$ cat config.mk
export PLATFORM = sky130hd
export DESIGN_NAME = seq_frame_tx
export DESIGN_NICKNAME = d
export VERILOG_FILES = /design/src/rtl/seq_pkg.sv /design/src/rtl/piso_shreg.sv /design/src/rtl/seq_frame_tx.sv
export SDC_FILE = /design/constraint.sdc
export NUM_CORES = 1
export LEC_CHECK = 0
export BUFFER_PORTS_ARGS = -buffer_cell sky130_fd_sc_hd__clkbuf_2
export CORE_MARGIN = 8
export CORE_UTILIZATION = 45
export DETAILED_ROUTE_END_ITERATION = 8
export HOLD_SLACK_MARGIN = 0.03
export SETUP_SLACK_MARGIN = 0.1
export SYNTH_ARGS = -nofsm -noshare
export SYNTH_HDL_FRONTEND = slang
export SYNTH_HIERARCHICAL = 1
export SYNTH_SLANG_ARGS = --single-unit
$ cat constraint.sdc
create_clock -name i_clk -period 2.2 [get_ports i_clk]
set_input_delay 0.33 -clock i_clk [delete_from_list [all_inputs] [get_ports i_clk]]
set_output_delay 0.33 -clock i_clk [all_outputs]
set_load 0.02 [all_outputs]
$ cat src/rtl/seq_pkg.sv
// rtl/seq_pkg.sv - sync word and transmitter state shared by both ends of the sync-word link
package seq_pkg;

  localparam logic [7:0] SYNC_WORD = 8'hD9;

  typedef enum logic [1:0] {
    IDLE    = 2'd0,
    SYNC    = 2'd1,
    PAYLOAD = 2'd2,
    GAP     = 2'd3
  } tx_state_t;

  function automatic int max3(input int a, input int b, input int c);
    int m;
    m = (a > b) ? a : b;
    return (m > c) ? m : c;
  endfunction

endpackage

$ cat src/rtl/piso_shreg.sv
// rtl/piso_shreg.sv - parallel-load, MSB-first shift register; vacated bits refill with FILL
module piso_shreg #(
  parameter int   W    = 8,
  parameter logic FILL = 1'b0
) (
  input  logic         i_clk,
  input  logic         i_rst_n,
  input  logic         i_load,
  input  logic         i_shift,
  input  logic [W-1:0] i_data,
  output logic         o_msb
);

  logic [W-1:0] r_q;

  always_ff @(posedge i_clk or negedge i_rst_n) begin
    if (!i_rst_n) begin
      r_q <= {W{FILL}};
    end else if (i_load) begin
      r_q <= i_data;
    end else if (i_shift) begin
      r_q <= (r_q << 1) | W'(FILL);
    end
  end

  assign o_msb = r_q[W-1];

endmodule

$ cat src/rtl/seq_frame_tx.sv
// rtl/seq_frame_tx.sv - serial frame transmitter: sync word, MSB-first payload, idle gap
module seq_frame_tx #(
  parameter logic [7:0] SYNC_WORD  = seq_pkg::SYNC_WORD,
  parameter int         PAYLOAD_W  = 8,
  parameter int         GAP_CYCLES = 2,
  parameter logic       IDLE_BIT   = 1'b0
) (
  input  logic                 i_clk,
  input  logic                 i_rst_n,
  input  logic                 i_in_valid,
  input  logic [PAYLOAD_W-1:0] i_in_data,
  output logic                 o_in_ready,
  output logic                 o_serial_out,
  output logic                 o_tx_active,
  output logic                 o_frame_done
);
  import seq_pkg::*;

  localparam int SR_W  = (PAYLOAD_W > 8) ? PAYLOAD_W : 8;
  localparam int CNT_W = $clog2(max3(8, PAYLOAD_W, GAP_CYCLES) + 1);
  localparam logic [CNT_W-1:0] SYNC_LD = CNT_W'(7);
  localparam logic [CNT_W-1:0] PAY_LD  = CNT_W'(PAYLOAD_W - 1);
  localparam logic [CNT_W-1:0] GAP_LD  = CNT_W'((GAP_CYCLES > 0) ? GAP_CYCLES - 1 : 0);

  tx_state_t            r_state;
  tx_state_t            w_next_state;
  logic [CNT_W-1:0]     r_cnt;
  logic [CNT_W-1:0]     w_next_cnt;
  logic [PAYLOAD_W-1:0] r_hold;
  logic                 r_tx_active;
  logic                 r_frame_done;
  logic                 w_accept;
  logic                 w_cnt_zero;
  logic                 w_load;
  logic                 w_shift;
  logic [SR_W-1:0]      w_load_data;

  assign w_cnt_zero = (r_cnt == '0);
  assign w_accept   = i_in_valid && (r_state == IDLE);

  always_ff @(posedge i_clk or negedge i_rst_n) begin
    if (!i_rst_n) begin
      r_state <= IDLE;
      r_cnt   <= '0;
    end else begin
      r_state <= w_next_state;
      r_cnt   <= w_next_cnt;
    end
  end

  // Each state is entered with its length minus one; leaving happens at zero.
  always_comb begin
    w_next_state = r_state;
    w_next_cnt   = w_cnt_zero ? '0 : r_cnt - 1'b1;
    case (r_state)
      IDLE: begin
        if (i_in_valid) begin
          w_next_state = SYNC;
          w_next_cnt   = SYNC_LD;
        end
      end
      SYNC: begin
        if (w_cnt_zero) begin
          w_next_state = PAYLOAD;
          w_next_cnt   = PAY_LD;
        end
      end
      PAYLOAD: begin
        if (w_cnt_zero) begin
          if (GAP_CYCLES == 0) begin
            w_next_state = IDLE;
            w_next_cnt   = '0;
          end else begin
            w_next_state = GAP;
            w_next_cnt   = GAP_LD;
          end
        end
      end
      GAP: begin
        if (w_cnt_zero) begin
          w_next_state = IDLE;
          w_next_cnt   = '0;
        end
      end
      default: begin
        w_next_state = IDLE;
        w_next_cnt   = '0;
      end
    endcase
  end

  // The shifter is reloaded with the held payload on the last sync bit.
  always_comb begin
    o_in_ready  = (r_state == IDLE);
    w_load      = w_accept || ((r_state == SYNC) && w_cnt_zero);
    w_shift     = ((r_state == SYNC) || (r_state == PAYLOAD)) && !w_load;
    w_load_data = {SR_W{IDLE_BIT}};
    if (r_state == IDLE) begin
      w_load_data[SR_W-1 -: 8] = SYNC_WORD;
    end else begin
      w_load_data[SR_W-1 -: PAYLOAD_W] = r_hold;
    end
  end

  always_ff @(posedge i_clk or negedge i_rst_n) begin
    if (!i_rst_n) begin
      r_hold       <= '0;
      r_tx_active  <= 1'b0;
      r_frame_done <= 1'b0;
    end else begin
      if (w_accept) begin
        r_hold <= i_in_data;
      end
      r_tx_active  <= (w_next_state == SYNC) || (w_next_state == PAYLOAD);
      r_frame_done <= (w_next_state == PAYLOAD) && (w_next_cnt == '0);
    end
  end

  piso_shreg #(
    .W    (SR_W),
    .FILL (IDLE_BIT)
  ) u_piso (
    .i_clk   (i_clk),
    .i_rst_n (i_rst_n),
    .i_load  (w_load),
    .i_shift (w_shift),
    .i_data  (w_load_data),
    .o_msb   (o_serial_out)
  );

  assign o_tx_active  = r_tx_active;
  assign o_frame_done = r_frame_done;

endmodule

# Word-level counts from Yosys, hierarchy flattened
# Index checks and enable logic that the tools add are counted.
# classes
add_sub_neg	1
eq_ne	5
n_reduce_logical	12
muxes	14
# ops
op	count
$mux W8	3
$mux W4	5
$pmux W4 S4	1
$logic_not A4 Y1	2
$mux W2	4
$pmux W2 S4	1
$eq A2 B2 Y1 const B	3
$eq A2 B1 Y1 const B	2
$logic_and A1 B1 Y1	4
$sub A4 B1 Y4 const B	1
$logic_or A1 B1 Y1	3
$logic_not A2 Y1	1
$reduce_bool A2 Y1	1
$logic_not A1 Y1	1
# totals
regBits	24

# Depth between registers and ports, before layout
# logic_depth
ltp_word	7
ltp_mapped	9
depth_no_buf	9

# Modules after synthesis
# The synthesis kept the hierarchy.
# modules_own_cells
module	cells_each	seq_area_each_um2	instances	area_each_um2
seq_frame_tx	81	400.4	1	879.6
piso_shreg	34	200.2	1	369.1

# Worst setup path after synthesis
# No wires, ideal clock.
# synth_timing
kind	reg-to-reg
start	register r_state[0]
end	register r_frame_done, in the netlist o_frame_done
setup_ns	0.096
path_stages_with_launch	10
n_path_buf	2
required_ns	2.104
path_slack_ns	0.096
period_less_slack_ns	2.104
t_arrival_ns	2.009
cell_sequence	dfrtp_1 inv_1 ha_1 buf_4 clkbuf_1 o21bai_1 a222oi_1 ha_1 or2b_1 nor4_2
# synth_between
elab_chain_cells	4
# synth_lines
element	line_no	source
start: declaration	seq_frame_tx.sv:25	tx_state_t r_state;
start signal: assignment	seq_frame_tx.sv:46	r_state <= w_next_state;
$logic_not A2 Y1	-	
named net o_in_ready	seq_frame_tx.sv:12	output logic o_in_ready,
$pmux W2 S4	seq_frame_tx.sv:55	case (r_state)
named net w_next_state[1]	seq_frame_tx.sv:26	tx_state_t w_next_state;
$eq A2 B2 Y1	seq_frame_tx.sv:115	r_frame_done <= (w_next_state == PAYLOAD) && (w_next_cnt == '0);
$logic_and A1 B1 Y1	seq_frame_tx.sv:115	
end signal: assignment	seq_frame_tx.sv:115	
end: declaration	seq_frame_tx.sv:31	logic r_frame_done;
# The timed path passes the listed nets, and every way through them passes these cells.
# A chain may end at the register's enable or synchronous reset.

# Worst setup path in the final report
# layout_timing
start	register r_state[0]
end	register r_frame_done, in the netlist o_frame_done
# layout_between
elab_chain_cells	4
# layout_lines
element	line_no
$eq A2 B2 Y1, or another cell as far along	seq_frame_tx.sv:55
$pmux W2 S4 or $pmux W4 S4 (tied branches)	seq_frame_tx.sv:55
$eq A2 B2 Y1 or $logic_not A4 Y1 (tied branches)	seq_frame_tx.sv:115
$logic_and A1 B1 Y1 (*)	seq_frame_tx.sv:115
# Every way passes the cells marked *; elsewhere a longest branch is shown, timed or not.

==> run metrics <==
status=finished with violations; failing checks=negative setup slack; max-slew violation total from the final report=0; initial antenna violation count=0; Min Hold Slack=226 ps; GR Overflow Total=0; share of cells above drive strength 1=37.2%; synth-to-layout area growth=20.5%; Hold Startpoint=i_in_data[5]; share of the yosys chip area belonging to registers=between 40 and 50%; DIE AREA=4720 µm²; diode count=0; synthesized area per cell=10.9 µm²; HPWL after DPL=1730 µm; via count=883; main combinational cell family by area after synthesis=simple AND/OR/NAND/NOR gates; Synth top area share=48.1%; skew final=2.55 ps; Cell Area, Synth=~1200 µm²; CTS max path bufs=2; CP Launch Type=register; Hold WC Path Type=input pin to register; Rows=19; synth cell count leaders=dfrtp_1, nand2_1, o21ai_1; worst-path cell chain=inv_4 -> ha_4 -> or3_4 -> nor2b_4 -> o21ai_2 -> and3_4 -> ha_4 -> or2b_1 -> nor4_2; VDD IR max=0.00102 V; Synth Warn #=6; relative slew slack=60.2%; Fmax=roughly 0.44 GHz; Synth Flop Type=dfrtp_1; Worst Path Required=2420 ps; crit share post-route=103%; clock insertion delay at the later pin of the skew report=roughly 300 ps; Placed Instance Area=~1400 µm²; pwr dens=1530 nW/µm²; # DRC=0; Starting DRT DRC Count=47; global-route wire length before repair=4220 µm; GRT Util Overall=11.7%; Hold Path End=r_hold[5]; most frequent cell after synthesis=dfrtp_1; async set-or-reset flop fraction in the synthesized netlist=100%; Post-Synth Adder-Cell Area=5.01%; most frequent CP cell=ha_4; RSZ-0062 raised after global routing=yes; critical-path maximum fanout=4; XOR/XNOR Fraction of Synth Area=0%; delay-heaviest family, CP=simple AND/OR/NAND/NOR gates; WL per Instance=14.6 µm; Syn Nets=~130; WHS Path Cells=2; Mapped Cells=115; fin nets=154; setup slack, reg-to-reg=-60 ps; fin crit period=~2300 ps; number of global-route vias before repair=900; pre-CTS setup slack=between 30 and 40 ps; pin count of the biggest net entering global routing=25; post-synthesis compound-gate area fraction=10.2%; Tot Pwr=2.30 mW; number of synthesized register bits=24; slowest stage delay, CP=~480 ps; Root Buffer Master=clkbuf_4; Die X=68.7 µm; Final Hold Fails=0; worst path bufs/invs=1; Routed WL=2450 µm; Synth Area in Simple Gates=19.2%; core area=2690 µm²; Final Cell Area=1510 µm²; clock slew at reported path FFs=130 ps; arrival time of the worst setup path=2480 ps; Final Core Density=56.0%; CTS tree=built; antenna viol nets, final=0; post-synthesis mux area share=12.8%; CP max stage cell=dfrtp_2; drt first pass iters=4; chip height=68.7 µm; Placer Congestion=about 0.8; dominant cells by area after synthesis=dfrtp_1, mux2i_1, mux2_1, ha_1, nand2_1; post-layout worst setup margin=-56.5 ps; IO Pins=15; Cell variety after synth=34; number of port buffers=14; CTS HTree Levels=1; Critical R2R Launch=r_state[0]; final setup fails=1; Max Cap Violations=0; critical path type=register to register; worst r2r dst=o_frame_done; cell taking the most area after synthesis=dfrtp_1; r2r worst-path depth=9; clock sink total=24; Leakage=0.670 nW; EDFF count, synth=0; vias per std cell=5.26; Starting Density=~46%; CTS Buf Count=3; endpoint class of the critical path=register; Tightest Pin Transition=597 ps
==> worst reg2reg max path, delay by kind of cell, from the launching register on <==
family,cells,cell delay [ps]
and+or+nand+nor,5,1230
AOI/OAI and AO/OA,1,130
adders and majority gates,2,280
DFF,1,480
buffers and inverters,1,60
==> power breakdown <==
part | internal (mW) | switching [mW] | total (mW) | leakage [nW]
clock | 0.101 | 0.126 | 0.227 | 0.0210
sequential | 0.651 | 0.157 | 0.808 | 0.291
combinational | 0.619 | 0.644 | 1.26 | 0.358
==> what timing repair did <==
item                       in CTS  in global routing
setup endpoints to repair       1                  9
pin swaps                       1                  8
resized for setup               6                 13
buffers inserted                1                  3
hold buffers                    1                  0
hold endpoints to repair       24                  0
==> worst max path at each step <==
stage	from	endpoint	slack, ps	cells after the start
2_1_floorplan	r_state[0]	o_frame_done	180	9
3_3_place_gp	r_state[0]	o_frame_done	150	9
3_5_place_dp	r_state[0]	o_frame_done	40	9
4_1_cts	r_state[0]	o_frame_done	50	9
5_1_grt	r_state[0]	o_frame_done	-180	9
6_report	r_state[0]	o_frame_done	-60	9
==> logic make-up after synthesis <==
logic type,count (synthesis)
compound gates,20
simple gates,41
fa+ha+maj,5
buf+inv,10
mux,15
flops,24
==> cell type report <==
cell class                      instances  area [µm²]
Inverter                                5        21.3
Fill cell                             253        1180
Tap cell                               31        38.8
Sequential cell                        24         603
Clock buffer                            4        36.3
Multi-Input combinational cell         81         666
Timing Repair Buffer                   23         140
==> per-stage QoR <==
step / cells / setup TNS [ps]
2_1_floorplan: 115 / 0
3_3_place_gp: 159 / 0
3_5_place_dp: 159 / 0
4_1_cts: 165 / 0
5_1_grt: 168 / -182
6_report: 168 / -56.5
==> state kept, by name, summed over array words and instances, names as in the netlist <==
name          count
o_frame_done      1
o_tx_active       1
r_cnt             4
r_hold            8
r_state           2
u_piso/r_q        8
==> layout by cell type (no fill, tap or decap), types with 4 or more instances in the layout <==
master	netlist	final
dfrtp_1	24	22
clkbuf_2	0	14
nand2_1	13	13
o21ai_1	9	8
buf_4	1	8
mux2i_1	7	7
mux2_1	6	6
or2_2	5	5
nor2_1	4	4
o21ai_0	4	4
ha_4	0	4
==> layer usage <==
metal | GRT usage [%] | vias up | part of all wire, %
li1 | - | 442 | -
met1 | 16.5 | 425 | 49
met2 | 17.7 | 12 | 46
met3 | 2.10 | 4 | 3.1
met4 | 4.09 | 0 | 1.5
met5 | 0 | - | 0
No activity file was read; power rests on OpenSTA's default activity.
